[config.mk]
export PLATFORM = sky130hd
export DESIGN_NAME = coherence_bus_ctrl
export DESIGN_NICKNAME = d
export VERILOG_FILES = /design/src/rtl/coherence_pkg.sv /design/src/rtl/rr_arbiter.sv /design/src/rtl/coherence_bus_ctrl.sv
export SDC_FILE = /design/constraint.sdc
export NUM_CORES = 1
export LEC_CHECK = 0
export BUFFER_PORTS_ARGS = -buffer_cell sky130_fd_sc_hd__buf_2
export CAP_MARGIN = 20
export CELL_PAD_IN_SITES_DETAIL_PLACEMENT = 0
export CELL_PAD_IN_SITES_GLOBAL_PLACEMENT = 1
export CORE_AREA = 2 2 253 255
export CTS_CLUSTER_DIAMETER = 80
export DETAILED_ROUTE_END_ITERATION = 7
export DIE_AREA = 0 0 255 257
export PLACE_DENSITY_LB_ADDON = 0.05
export SYNTH_ARGS = -nofsm -noshare
export SYNTH_HDL_FRONTEND = slang
export SYNTH_SLANG_ARGS = --single-unit
export TNS_END_PERCENT = 50
[constraint.sdc]
create_clock -name CLK -period 2.8 [get_ports CLK]
set_clock_uncertainty 0.2 [all_clocks]
set_input_delay 0.42 -clock CLK [delete_from_list [all_inputs] [get_ports CLK]]
set_output_delay 0.42 -clock CLK [all_outputs]
set_load 0.01 [all_outputs]
[src/rtl/coherence_pkg.sv]
// Shared types and constants for the snooping coherence bus controller.
package coherence_pkg;

    // L2 request-port status as driven by the shared L2.
    typedef enum logic [1:0] {
        L2Free   = 2'd0,
        L2Busy   = 2'd1,
        L2Access = 2'd2,
        L2Error  = 2'd3
    } l2_state_t;

    localparam int unsigned WORD_W = 32;
    typedef logic [WORD_W-1:0] word_t;

    // Returned to the requester when the L2 reports an error.
    localparam word_t BAD_DATA = 32'hBAD1_BAD1;

    // Bus transaction state machine.
    typedef enum logic [2:0] {
        StIdle,
        StSnoop,
        StResp,
        StC2c,
        StC2cWb,
        StL2Rd,
        StL2Wr,
        StDone
    } cc_state_t;

    // Transaction kind, fixed at grant time.
    typedef enum logic [1:0] {
        TxnWb,
        TxnRd,
        TxnRdx,
        TxnUpgr
    } txn_t;

    // A coherence request outranks a writeback from the same cache.
    function automatic txn_t decode_txn(input logic trans, input logic ren, input logic wr);
        if (!trans) begin
            return TxnWb;
        end
        if (ren) begin
            return wr ? TxnRdx : TxnRd;
        end
        return wr ? TxnUpgr : TxnRd;
    endfunction

endpackage

[src/rtl/rr_arbiter.sv]
// Round-robin arbiter: one-hot grant searching upward from pointer+1,
// pointer moves to the grantee when the update enable is high.
module rr_arbiter #(
    parameter int unsigned N = 4,
    localparam int unsigned IdxW = (N > 1) ? $clog2(N) : 1
) (
    input  logic            clk_i,
    input  logic            rst_ni,
    input  logic [N-1:0]    req_i,
    input  logic            update_i,
    output logic [N-1:0]    gnt_o,
    output logic [IdxW-1:0] idx_o,
    output logic            valid_o
);

    logic [IdxW-1:0] ptr_q;

    // Pick the first requester after the pointer, wrapping around.
    always_comb begin
        logic [IdxW-1:0] cand;
        cand    = '0;
        gnt_o   = '0;
        idx_o   = '0;
        valid_o = 1'b0;
        for (int unsigned i = 1; i <= N; i++) begin
            cand = IdxW'((32'(ptr_q) + i) % N);
            if (!valid_o && req_i[cand]) begin
                valid_o = 1'b1;
                idx_o   = cand;
            end
        end
        gnt_o[idx_o] = valid_o;
    end

    // Pointer starts at N-1 so requester 0 wins the first arbitration.
    always_ff @(posedge clk_i or negedge rst_ni) begin
        if (!rst_ni) begin
            ptr_q <= IdxW'(N - 1);
        end else if (update_i && valid_o) begin
            ptr_q <= idx_o;
        end
    end

endmodule

[src/rtl/coherence_bus_ctrl.sv]
// Snooping MESI-style bus controller between N private L1 data caches and
// a shared L2: arbitrates requests, snoops peers, forwards dirty lines
// cache-to-cache (with L2 writeback) and reports L2 errors.
module coherence_bus_ctrl
    import coherence_pkg::*;
#(
    parameter int unsigned CPUS   = 4,
    parameter int unsigned ADDR_W = 32,
    parameter int unsigned DATA_W = 32
) (
    input  logic                     CLK,
    input  logic                     nRST,
    input  logic [CPUS-1:0]          dREN,
    input  logic [CPUS-1:0]          dWEN,
    input  logic [CPUS*ADDR_W-1:0]   daddr,
    input  logic [CPUS*DATA_W-1:0]   dstore,
    output logic [CPUS-1:0]          dwait,
    output logic [CPUS*DATA_W-1:0]   dload,
    input  logic [CPUS-1:0]          cctrans,
    input  logic [CPUS-1:0]          ccwrite,
    input  logic [CPUS-1:0]          cchit,
    input  logic [CPUS-1:0]          ccdirty,
    output logic [CPUS-1:0]          ccwait,
    output logic [CPUS-1:0]          ccinv,
    output logic [CPUS-1:0]          ccexclusive,
    output logic [CPUS*ADDR_W-1:0]   ccsnpaddr,
    input  l2_state_t                l2state,
    input  logic [DATA_W-1:0]        l2load,
    output logic                     l2REN,
    output logic                     l2WEN,
    output logic [ADDR_W-1:0]        l2addr,
    output logic [DATA_W-1:0]        l2store,
    output logic                     l2err
);

    localparam int unsigned IdxW = (CPUS > 1) ? $clog2(CPUS) : 1;
    localparam logic [DATA_W-1:0] BadData = DATA_W'(BAD_DATA);

    cc_state_t         state_q;
    txn_t              txn_q;
    logic [CPUS-1:0]   req_oh_q;
    logic [IdxW-1:0]   owner_q;
    logic [ADDR_W-1:0] addr_q;
    logic [DATA_W-1:0] data_q;
    logic              hit_q;
    logic [CPUS-1:0]   dwait_q;
    logic [DATA_W-1:0] dload_q;
    logic [CPUS-1:0]   ccwait_q;
    logic [CPUS-1:0]   ccinv_q;
    logic [CPUS-1:0]   ccexcl_q;
    logic              l2ren_q;
    logic              l2wen_q;
    logic [ADDR_W-1:0] l2addr_q;
    logic [DATA_W-1:0] l2store_q;
    logic              l2err_q;

    logic [ADDR_W-1:0] daddr_a  [CPUS];
    logic [DATA_W-1:0] dstore_a [CPUS];

    // Per-cache views of the flat buses; dload and ccsnpaddr only carry
    // data to the cache currently completing or being snooped.
    for (genvar i = 0; i < CPUS; i++) begin : g_lane
        assign daddr_a[i]  = daddr[i*ADDR_W +: ADDR_W];
        assign dstore_a[i] = dstore[i*DATA_W +: DATA_W];
        assign dload[i*DATA_W +: DATA_W]     = dwait_q[i] ? '0 : dload_q;
        assign ccsnpaddr[i*ADDR_W +: ADDR_W] = ccwait_q[i] ? addr_q : '0;
    end

    logic [CPUS-1:0] arb_req;
    logic [CPUS-1:0] arb_gnt;
    logic [IdxW-1:0] arb_idx;
    logic            arb_valid;
    logic            arb_update;
    txn_t            grant_txn;

    // A cache under snoop cannot raise a new request this cycle.
    assign arb_req    = (cctrans | dWEN) & ~ccwait_q;
    assign arb_update = (state_q == StIdle);
    assign grant_txn  = decode_txn(cctrans[arb_idx], dREN[arb_idx], ccwrite[arb_idx]);

    rr_arbiter #(
        .N (CPUS)
    ) u_arb (
        .clk_i    (CLK),
        .rst_ni   (nRST),
        .req_i    (arb_req),
        .update_i (arb_update),
        .gnt_o    (arb_gnt),
        .idx_o    (arb_idx),
        .valid_o  (arb_valid)
    );

    logic [CPUS-1:0] dirty_vec;
    logic [CPUS-1:0] dirty_oh;
    logic            dirty_any;
    logic [IdxW-1:0] dirty_idx;

    // Lowest-index dirty snooper becomes the cache-to-cache data owner.
    always_comb begin
        logic [IdxW-1:0] cand;
        cand      = '0;
        dirty_vec = ccdirty & ~req_oh_q;
        dirty_oh  = dirty_vec & (~dirty_vec + CPUS'(1));
        dirty_any = |dirty_vec;
        dirty_idx = '0;
        for (int unsigned i = 0; i < CPUS; i++) begin
            cand = IdxW'(CPUS - 1 - i);
            if (dirty_vec[cand]) begin
                dirty_idx = cand;
            end
        end
    end

    logic              l2_wait;
    logic              l2_err_now;
    logic              l2_fin;
    logic              excl_now;
    logic [DATA_W-1:0] fin_data;

    // Completion decode shared by every state that waits on the L2.
    always_comb begin
        l2_wait    = state_q inside {StL2Rd, StL2Wr, StC2cWb};
        l2_err_now = l2_wait && (l2state == L2Error);
        l2_fin     = l2_wait && ((l2state == L2Access) || (l2state == L2Error));
        fin_data   = l2_err_now ? BadData : ((state_q == StL2Rd) ? l2load : data_q);
        excl_now   = (txn_q == TxnRdx) || (txn_q == TxnUpgr) || ((txn_q == TxnRd) && !hit_q);
    end

    // Transaction FSM; every bus output is a register updated on transitions.
    always_ff @(posedge CLK or negedge nRST) begin
        if (!nRST) begin
            state_q   <= StIdle;
            txn_q     <= TxnWb;
            req_oh_q  <= '0;
            owner_q   <= '0;
            addr_q    <= '0;
            data_q    <= '0;
            hit_q     <= 1'b0;
            dwait_q   <= '1;
            dload_q   <= '0;
            ccwait_q  <= '0;
            ccinv_q   <= '0;
            ccexcl_q  <= '0;
            l2ren_q   <= 1'b0;
            l2wen_q   <= 1'b0;
            l2addr_q  <= '0;
            l2store_q <= '0;
            l2err_q   <= 1'b0;
        end else begin
            unique case (state_q)
                StIdle: begin
                    if (arb_valid) begin
                        req_oh_q <= arb_gnt;
                        addr_q   <= daddr_a[arb_idx];
                        data_q   <= dstore_a[arb_idx];
                        txn_q    <= grant_txn;
                        hit_q    <= 1'b0;
                        if (grant_txn == TxnWb) begin
                            l2wen_q   <= 1'b1;
                            l2addr_q  <= daddr_a[arb_idx];
                            l2store_q <= dstore_a[arb_idx];
                            state_q   <= StL2Wr;
                        end else begin
                            ccwait_q <= ~arb_gnt;
                            ccinv_q  <= ccwrite[arb_idx] ? ~arb_gnt : '0;
                            state_q  <= StSnoop;
                        end
                    end
                end
                StSnoop: begin
                    state_q <= StResp;
                end
                StResp: begin
                    hit_q <= |(cchit & ~req_oh_q);
                    if (dirty_any) begin
                        owner_q  <= dirty_idx;
                        ccwait_q <= dirty_oh;
                        ccinv_q  <= ccinv_q & dirty_oh;
                        state_q  <= StC2c;
                    end else begin
                        ccwait_q <= '0;
                        ccinv_q  <= '0;
                        if (txn_q == TxnUpgr) begin
                            // Peers are already invalidated; no data moves.
                            dwait_q  <= ~req_oh_q;
                            dload_q  <= data_q;
                            ccexcl_q <= req_oh_q;
                            state_q  <= StDone;
                        end else begin
                            l2ren_q  <= 1'b1;
                            l2addr_q <= addr_q;
                            state_q  <= StL2Rd;
                        end
                    end
                end
                StC2c: begin
                    // Owner's line goes to L2 first; requester gets it on ACCESS.
                    if (dWEN[owner_q]) begin
                        data_q    <= dstore_a[owner_q];
                        l2wen_q   <= 1'b1;
                        l2addr_q  <= addr_q;
                        l2store_q <= dstore_a[owner_q];
                        ccwait_q  <= '0;
                        ccinv_q   <= '0;
                        state_q   <= StC2cWb;
                    end
                end
                StL2Rd, StL2Wr, StC2cWb: begin
                    if (l2_fin) begin
                        l2ren_q   <= 1'b0;
                        l2wen_q   <= 1'b0;
                        l2addr_q  <= '0;
                        l2store_q <= '0;
                        dload_q   <= fin_data;
                        dwait_q   <= ~req_oh_q;
                        ccexcl_q  <= excl_now ? req_oh_q : '0;
                        if (l2_err_now) begin
                            l2err_q <= 1'b1;
                        end
                        state_q <= StDone;
                    end
                end
                StDone: begin
                    dwait_q  <= '1;
                    dload_q  <= '0;
                    ccexcl_q <= '0;
                    state_q  <= StIdle;
                end
                default: begin
                    state_q <= StIdle;
                end
            endcase
        end
    end

    assign dwait       = dwait_q;
    assign ccwait      = ccwait_q;
    assign ccinv       = ccinv_q;
    assign ccexclusive = ccexcl_q;
    assign l2REN       = l2ren_q;
    assign l2WEN       = l2wen_q;
    assign l2addr      = l2addr_q;
    assign l2store     = l2store_q;
    assign l2err       = l2err_q;

endmodule

# Word-level counts from Yosys, hierarchy flattened
# Cells that the tools add are included.
# totals
in_bits	316
reg_bits	193
# classes
add_sub_neg	5
reduce_logical	39
mux	110
magnitude_cmp	9
bitwise_logic	13
n_eq_ne	20
# op_table
cell	n
$mux 32	29
$bmux 32 s2	3
$pmux 32 s3	2
$pmux 32 s4	1
$pmux 32 s2	1
$mux 4	15
$pmux 4 s3	4
$mux 2	15
$and 4x4->4	6
$mux 1	22
$lt 2x3->1 const B	6
$pmux 3 s6	1
$bmux 1 s2	8
$ne 2x2->1 const B	8
$not 4->4	4
$mux 3	5
$eq 3x3->1 const B	4
$reduce_and 4->1	3
$reduce_bool 3->1	4
$reduce_and 3->1	3
$eq 2x2->1 const B	4
$logic_and 1x1->1	8
$reduce_or 4->1	2
$reduce_and 7->1	1
22 further kinds	37

# Depth between registers and ports, before layout
# logic_depth
ltp_word	24
ltp_mapped	11

# Hierarchy
# A second synthesis with hierarchy kept.
# unflattened
cells_unflattened	1265
area_unflattened_um2	13162.6
# by_module_without_submodules
module	area_per_inst_um2	seq_area_each_um2	cells_per_inst	n_inst
coherence_bus_ctrl	12946.2	4784.6	1238	1
rr_arbiter	216.5	52.6	27	1

# Least setup slack after synthesis
# Ideal clock, no wire load.
# synth_path
path_type	reg-to-reg
startpoint	register ccwait_q[0], in the netlist ccwait[0]
endpoint	register l2store_q[2], in the netlist l2store[2]
path_buffers	2
setup_time_ns	0.125
arrival_time_ns	2.482
path_stages_with_launch	9
slack_ns	-0.007
cell_sequence	dfrtp_1 > o21ba_2 > nor3_1 > or4_4 > buf_6 > a32o_1 > a31oi_4 > buf_6 > mux2_2
# synth_between
elab_chain_cells	23
word_cells_on_any_way	48
classes_between	eq/ne: 2; mux: 35; bitwise: 3; reduce/logical: 8
# synth_rtl
item	line	text
start: declaration	coherence_bus_ctrl.sv:48	logic [CPUS-1:0] ccwait_q;
start signal: assignment	coherence_bus_ctrl.sv:164	ccwait_q <= ~arb_gnt;
start signal: assignment	coherence_bus_ctrl.sv:177	ccwait_q <= dirty_oh;
$not 4->4 (*)	coherence_bus_ctrl.sv:77	assign arb_req = (cctrans | dWEN) & ~ccwait_q;
$and 4x4->4 (*)	coherence_bus_ctrl.sv:77	
$bmux 1 s2	rr_arbiter.sv:27	if (!valid_o && req_i[cand]) begin
$mux 1 (implied by the code)	rr_arbiter.sv:27	
$mux 1	rr_arbiter.sv:27	
$logic_not 1->1	rr_arbiter.sv:27	
$logic_and 1x1->1	rr_arbiter.sv:27	
$mux 1	rr_arbiter.sv:27	
(+7 left out)	n/a	
$mux 1 (implied by the code)	coherence_bus_ctrl.sv:79	assign grant_txn = decode_txn(cctrans[arb_idx], dREN[arb_idx], ccwrite[arb_idx]);
$mux 2 / $mux 1 (equally long branches)	coherence_pkg.sv:44, coherence_pkg.sv:43	
$mux 2 / $mux 1 (equally long branches)	coherence_pkg.sv:43	if (ren) begin
$mux 2	coherence_pkg.sv:46	return wr ? TxnUpgr : TxnRd;
$mux 2	coherence_pkg.sv:43	
$logic_not 2->1	coherence_bus_ctrl.sv:158	if (grant_txn == TxnWb) begin
$ne 2x2->1 (no line)	n/a	
$reduce_and 5->1 (no line)	n/a	
end signal: assignment	coherence_bus_ctrl.sv:161	l2store_q <= dstore_a[arb_idx];
end signal: assignment	coherence_bus_ctrl.sv:202	l2store_q <= dstore_a[owner_q];
end: declaration	coherence_bus_ctrl.sv:54	logic [DATA_W-1:0] l2store_q;
# Every way passes the cells marked *; elsewhere a longest branch is shown, timed or not. The select of a mux whose other input is x is not followed.
# A chain may end at the register's enable or synchronous reset.

# Worst setup path after layout
# layout_path
startpoint	register ccwait_q[2], in the netlist ccwait[2]
endpoint	register l2store_q[22], in the netlist l2store[22]
# The elaborated chain is that of the path after synthesis.

==> summary.md <==
| Metric | Value |
|---|---|
| Cell type with the largest total area after synthesis | `sky130_fd_sc_hd__dfrtp_1` |
| DR vias | `roughly 16000` |
| CP Cell Sequence | `o21ba_4 -> a211oi_2 -> or4_4 -> a32o_2 -> a31oi_4 -> buf_6 -> clkbuf_16 -> mux2_4` |
| Cell area after synthesis | `13900 sq um` |
| CP Max Fanout | `6` |
| Max-cap violation count | `0` |
| Wire length of the first global-routing pass | `between 100 and 150 mm` |
| Outcome | `complete, but fails checks` |
| Post-DP HPWL | `~56 mm` |
| Core footprint | `between 60000 and 70000 sq um` |
| Proportion of register bits with asynchronous set or reset after synthesis | `100%` |
| Critical path type | `reg -> reg` |
| Worst EP arrival | `around 3.0 ns` |
| Routed Antenna Nets | `0` |
| Post-route cell area | `~21000 sq um` |
| Number of CTS-inserted buffers | `17` |
| Shortest clock period the worst path allows after layout | `about 2.9 ns` |
| RSZ-0062 raised after global routing | `yes` |
| Peak ir drop on the vdd network | `around 0.68 mV` |
| Setup Viol. Count Final | `13` |
| Synthesized net count | `2012` |
| Share of the synthesized netlist area taken by xor and xnor gates | `0%` |
| Combinational group share of total power | `slightly above 70%` |
| Total internal power | `roughly 0.016 W` |
| Total Negative Setup Slacks | `-0.567 ns` |
| Post-detailed-placement cell area | `19100 sq um` |
| X dimension of the die | `approximately 260 microns` |
| Number of cells in the finished layout apart from fillers | `approximately 3300` |
| First DRT Iteration DRCs | `just over 900` |
| Final hold violation count | `0` |
| Final critical-path share of the clock period | `102%` |
| Min setup slack post-route | `-0.0535 ns` |
| Slowest cell delay on critical path | `between 0.6 and 0.7 ns` |
| Predominant post-synthesis flop cell | `sky130_fd_sc_hd__dfrtp_1` |
| Worst-path clk slew | `~0.080 ns` |
| Largest family of logic cells by synthesized area | `compound AO/OA/AOI/OAI gates` |
| Compound-gate portion of the synthesized area | `roughly a quarter` |
| Register area share after synthesis | `between 30% and 40%` |
| Count of synthesis-stage warnings from yosys | `0` |
| Clk root buf | `sky130_fd_sc_hd__clkbuf_16` |
| Leading cell types by total area after synthesis | `sky130_fd_sc_hd__dfrtp_1 (34%), sky130_fd_sc_hd__a21oi_1 (6.2%), sky130_fd_sc_hd__and2_1 (5.9%)` |
| Yosys top cell area share | `33.7%` |
| Buffer depth of the longest clock path | `2` |
| Total wire length | `approximately 77 mm` |
| Share of layout cells above drive strength 1 | `roughly 45%` |
| Overall Global Routing Usage | `22.3%` |
| H-Tree Level Count | `4` |
| Mean instance size in the synthesized netlist | `between 8 and 9 sq um` |
| Initial Util | `approximately 22%` |
| Total number of placement rows | `92` |
| Psw | `roughly 0.016 W` |
| Clock latency reported for the late side of the worst-skew pair | `0.49 ns` |
| Area Overhead vs Synth | `50.3%` |
| Buffers added on ports | `~650` |
| Mux share of post-synthesis cell area | `between 10 and 15%` |
| Element type at the critical path start | `flip-flop` |
| Relative max-transition margin | `around half` |
| Largest net degree at the start of global routing | `65` |
| Vias in the first global route | `16274` |
| Min-Delay Path Class | `in -> reg` |
| Number of synthesized flops with an enable pin | `0` |
| DP Cell Count | `approximately 3200` |
| Cell area power density | `~1500 nW/um^2` |
| Worst hold path endpoint | `dload_q[1]` |
| Failing checks | `setup timing` |
| Slew at the pin closest to its max-slew limit | `roughly 0.74 ns` |
| Clock power share | `between 8 and 9%` |
| Die area | `roughly 66000 sq um` |
| Number of unique standard cell types used by synthesis | `59` |
| R2R Path End | `l2store[22]` |
| Number of nets in the final layout | `around 2700` |
| # clock sinks | `193` |
| TritonCTS clock tree | `built` |
| Hold Startpoint | `l2load[1]` |
| Worst EP required | `slightly below 3 ns` |
| Register share of total power | `a little under a fifth` |
| Share of synthesized cell area in and, or, nand and nor gates | `a little under a quarter` |
| Worst r2r src | `ccwait[2]` |
| Area used by sequential logic in the layout | `slightly below 5000 sq um` |
| Proportion of total power due to net switching | `roughly half` |
| Number of I/O pins | `approximately 660` |
| Static power due to leakage | `10.1 nW` |
| Worst R2R Setup Slack | `-0.05 ns` |
| Area of combinational cells with multiple inputs | `around 9100 sq um` |
| Post-synthesis share of cell area spent on full adders, half adders and majority gates | `0%` |
| Antenna violations before repair | `13` |
| RePlAce Congestion | `0.838` |
| Total of fill cells in the finished design | `6719` |
| Router iterations before antenna repair | `5` |
| Cell with the largest stage delay on the worst path | `sky130_fd_sc_hd__or4_4` |
| Number of pins with negative max-slew slack in the final report | `0` |
| Worst hold path cell count | `3` |
| Die height | `around 260 microns` |
| Vias per Instance | `4.88` |
| Post-route DRC | `0` |
| Capturing element type of the critical path | `flip-flop` |
| Maximum achievable frequency | `about 350 MHz` |
| Routed len/inst | `between 20 and 25 microns` |
| Flop and latch count out of synthesis | `about 190` |
| Cells after synthesis | `between 1500 and 2000` |
| Worst reg2reg path depth | `8` |
| Overflow left after global routing | `0` |
[power by group through the flow]
stage | Sequential [W] | Combinational [W] | Clock (W)
6_report | 0.00595 | 0.0232 | 0.00281
5_1_grt | 0.00620 | 0.0252 | 0.00302
4_1_cts | 0.00604 | 0.0213 | 0.00292
3_5_place_dp | 0.00607 | 0.0205 | 0
3_3_place_gp | 0.00605 | 0.0204 | 0
2_1_floorplan | 0.00538 | 0.0121 | 0
[worst max path at each step]
stage | from | endpoint | slack (ns) | cells past startpoint
4_1_cts | u_arb.ptr_q[0] | l2store[24] | -0.07 | 8
3_3_place_gp | cctrans[1] | l2store[20] | -0.33 | 11
6_report | ccwait[2] | l2store[22] | -0.05 | 8
2_1_floorplan | ccwait[0] | l2store[2] | 0.02 | 8
3_5_place_dp | cctrans[1] | l2store[22] | -0.25 | 11
5_1_grt | ccwait[0] | l2store[22] | -0.09 | 8
[layout make-up]
class,instances,area share (%)
Multi-Input combinational cell,1332,43.6
Antenna cell,6,0.0719
Clock inverter,12,0.856
Clock buffer,19,2.17
Sequential cell,193,23.2
Tap cell,846,5.07
Inverter,12,0.216
Timing Repair Buffer,834,24.8
[cell usage after synthesis, types with 17 or more instances]
cell,n
sky130_fd_sc_hd__mux4_2,33
sky130_fd_sc_hd__nor3b_1,18
sky130_fd_sc_hd__o21ai_0,136
sky130_fd_sc_hd__buf_2,17
sky130_fd_sc_hd__a22oi_1,46
sky130_fd_sc_hd__mux2_2,32
sky130_fd_sc_hd__a21oi_1,172
sky130_fd_sc_hd__nand2_1,159
sky130_fd_sc_hd__mux2i_1,65
sky130_fd_sc_hd__nor2b_1,129
sky130_fd_sc_hd__dfrtp_1,187
sky130_fd_sc_hd__o22ai_1,35
sky130_fd_sc_hd__and2_1,130
sky130_fd_sc_hd__nor2_1,156
sky130_fd_sc_hd__a31oi_1,90
sky130_fd_sc_hd__clkbuf_1,124
sky130_fd_sc_hd__a21o_1,33
[worst max-delay path, delay by kind of cell, from the launching register on]
family	cells	cell delay (ns)
muxes	1	0.31
and+or+nand+nor	1	0.61
AOI/OAI and AO/OA	4	0.84
DFF	1	0.43
buffers and inverters	2	0.35
[what timing repair did]
item | 4_1_cts | 5_1_grt
endpoints found under the setup margin | 91 | 111
hold buffers | 2 | 0
resized for setup | 33 | 139
buffers inserted | 10 | 9
pin swaps | 5 | 25
cloned | 1 | 10
endpoints found under the hold margin | 36 | 0
[sequential cells by signal, indices dropped and copies added (netlist names), 3 cells and up]
name	flops
addr_q	32
data_q	32
dload_q	32
l2addr	32
l2store	32
ccexclusive	4
ccinv	4
ccwait	4
dwait	4
req_oh_q	4
state_q	3
[cell usage in the layout (no fill, tap or decap), types with 6 or more instances in the layout]
| master | netlist | routed |
|---|---|---|
| sky130_fd_sc_hd__nand2_1 | 159 | 159 |
| sky130_fd_sc_hd__a22oi_1 | 46 | 35 |
| sky130_fd_sc_hd__a31oi_1 | 90 | 74 |
| sky130_fd_sc_hd__a31oi_2 | 0 | 12 |
| sky130_fd_sc_hd__nor2_1 | 156 | 151 |
| sky130_fd_sc_hd__nand3_1 | 8 | 8 |
| sky130_fd_sc_hd__buf_4 | 1 | 132 |
| sky130_fd_sc_hd__inv_1 | 12 | 12 |
| sky130_fd_sc_hd__clkbuf_16 | 0 | 25 |
| sky130_fd_sc_hd__a21oi_2 | 2 | 11 |
| sky130_fd_sc_hd__a21o_1 | 33 | 33 |
| sky130_fd_sc_hd__o22ai_1 | 35 | 33 |
| sky130_fd_sc_hd__mux2i_1 | 65 | 29 |
| sky130_fd_sc_hd__mux2i_2 | 0 | 33 |
| sky130_fd_sc_hd__mux2_4 | 0 | 21 |
| sky130_fd_sc_hd__buf_6 | 4 | 8 |
| sky130_fd_sc_hd__o21ai_2 | 1 | 6 |
| sky130_fd_sc_hd__a21oi_1 | 172 | 161 |
| sky130_fd_sc_hd__and2_1 | 130 | 129 |
| sky130_fd_sc_hd__o21ai_1 | 15 | 21 |
| sky130_fd_sc_hd__dfstp_2 | 6 | 6 |
| sky130_fd_sc_hd__dfrtp_1 | 187 | 182 |
| sky130_fd_sc_hd__nand2b_1 | 8 | 7 |
| sky130_fd_sc_hd__o21ai_0 | 136 | 121 |
| sky130_fd_sc_hd__diode_2 | 0 | 6 |
| sky130_fd_sc_hd__mux4_2 | 33 | 33 |
| sky130_fd_sc_hd__buf_12 | 0 | 27 |
| sky130_fd_sc_hd__mux2_2 | 32 | 13 |
| sky130_fd_sc_hd__buf_2 | 17 | 653 |
| sky130_fd_sc_hd__nor2b_1 | 129 | 128 |
| sky130_fd_sc_hd__nor3b_1 | 18 | 18 |
| sky130_fd_sc_hd__a22oi_2 | 0 | 11 |
[through the flow]
step / worst slack, ns / hold WS, ns / power [W] / util [%]
6_report: -0.0535 / 0.0469 / 0.0320 / 33.3
5_1_grt: -0.0948 / 0.0324 / 0.0344 / 33.3
4_1_cts: -0.0730 / 0.00131 / 0.0302 / 31.9
3_5_place_dp: -0.246 / 0.146 / 0.0266 / 30.5
3_3_place_gp: -0.329 / 0.143 / 0.0265 / 30.5
2_1_floorplan: 0.0191 / -0.0756 / 0.0175 / -
[cells by family after synthesis]
group,count (synthesis)
AO/OA/AOI/OAI,572
buffers and inverters,171
flip-flops,193
multiplexers,134
AND/OR/NAND/NOR,626
[layer usage]
| metal | share of wire (%) | track usage [%] | up-vias |
|---|---|---|---|
| li1 | - | - | 7412 |
| met1 | 39 | 25.8 | 7822 |
| met4 | 2.5 | 6.99 | 12 |
| met3 | 5.4 | 4.17 | 106 |
| met5 | 0.097 | 0 | - |
| met2 | 53 | 41.1 | 534 |
No activity file was read; power rests on OpenSTA's default activity.
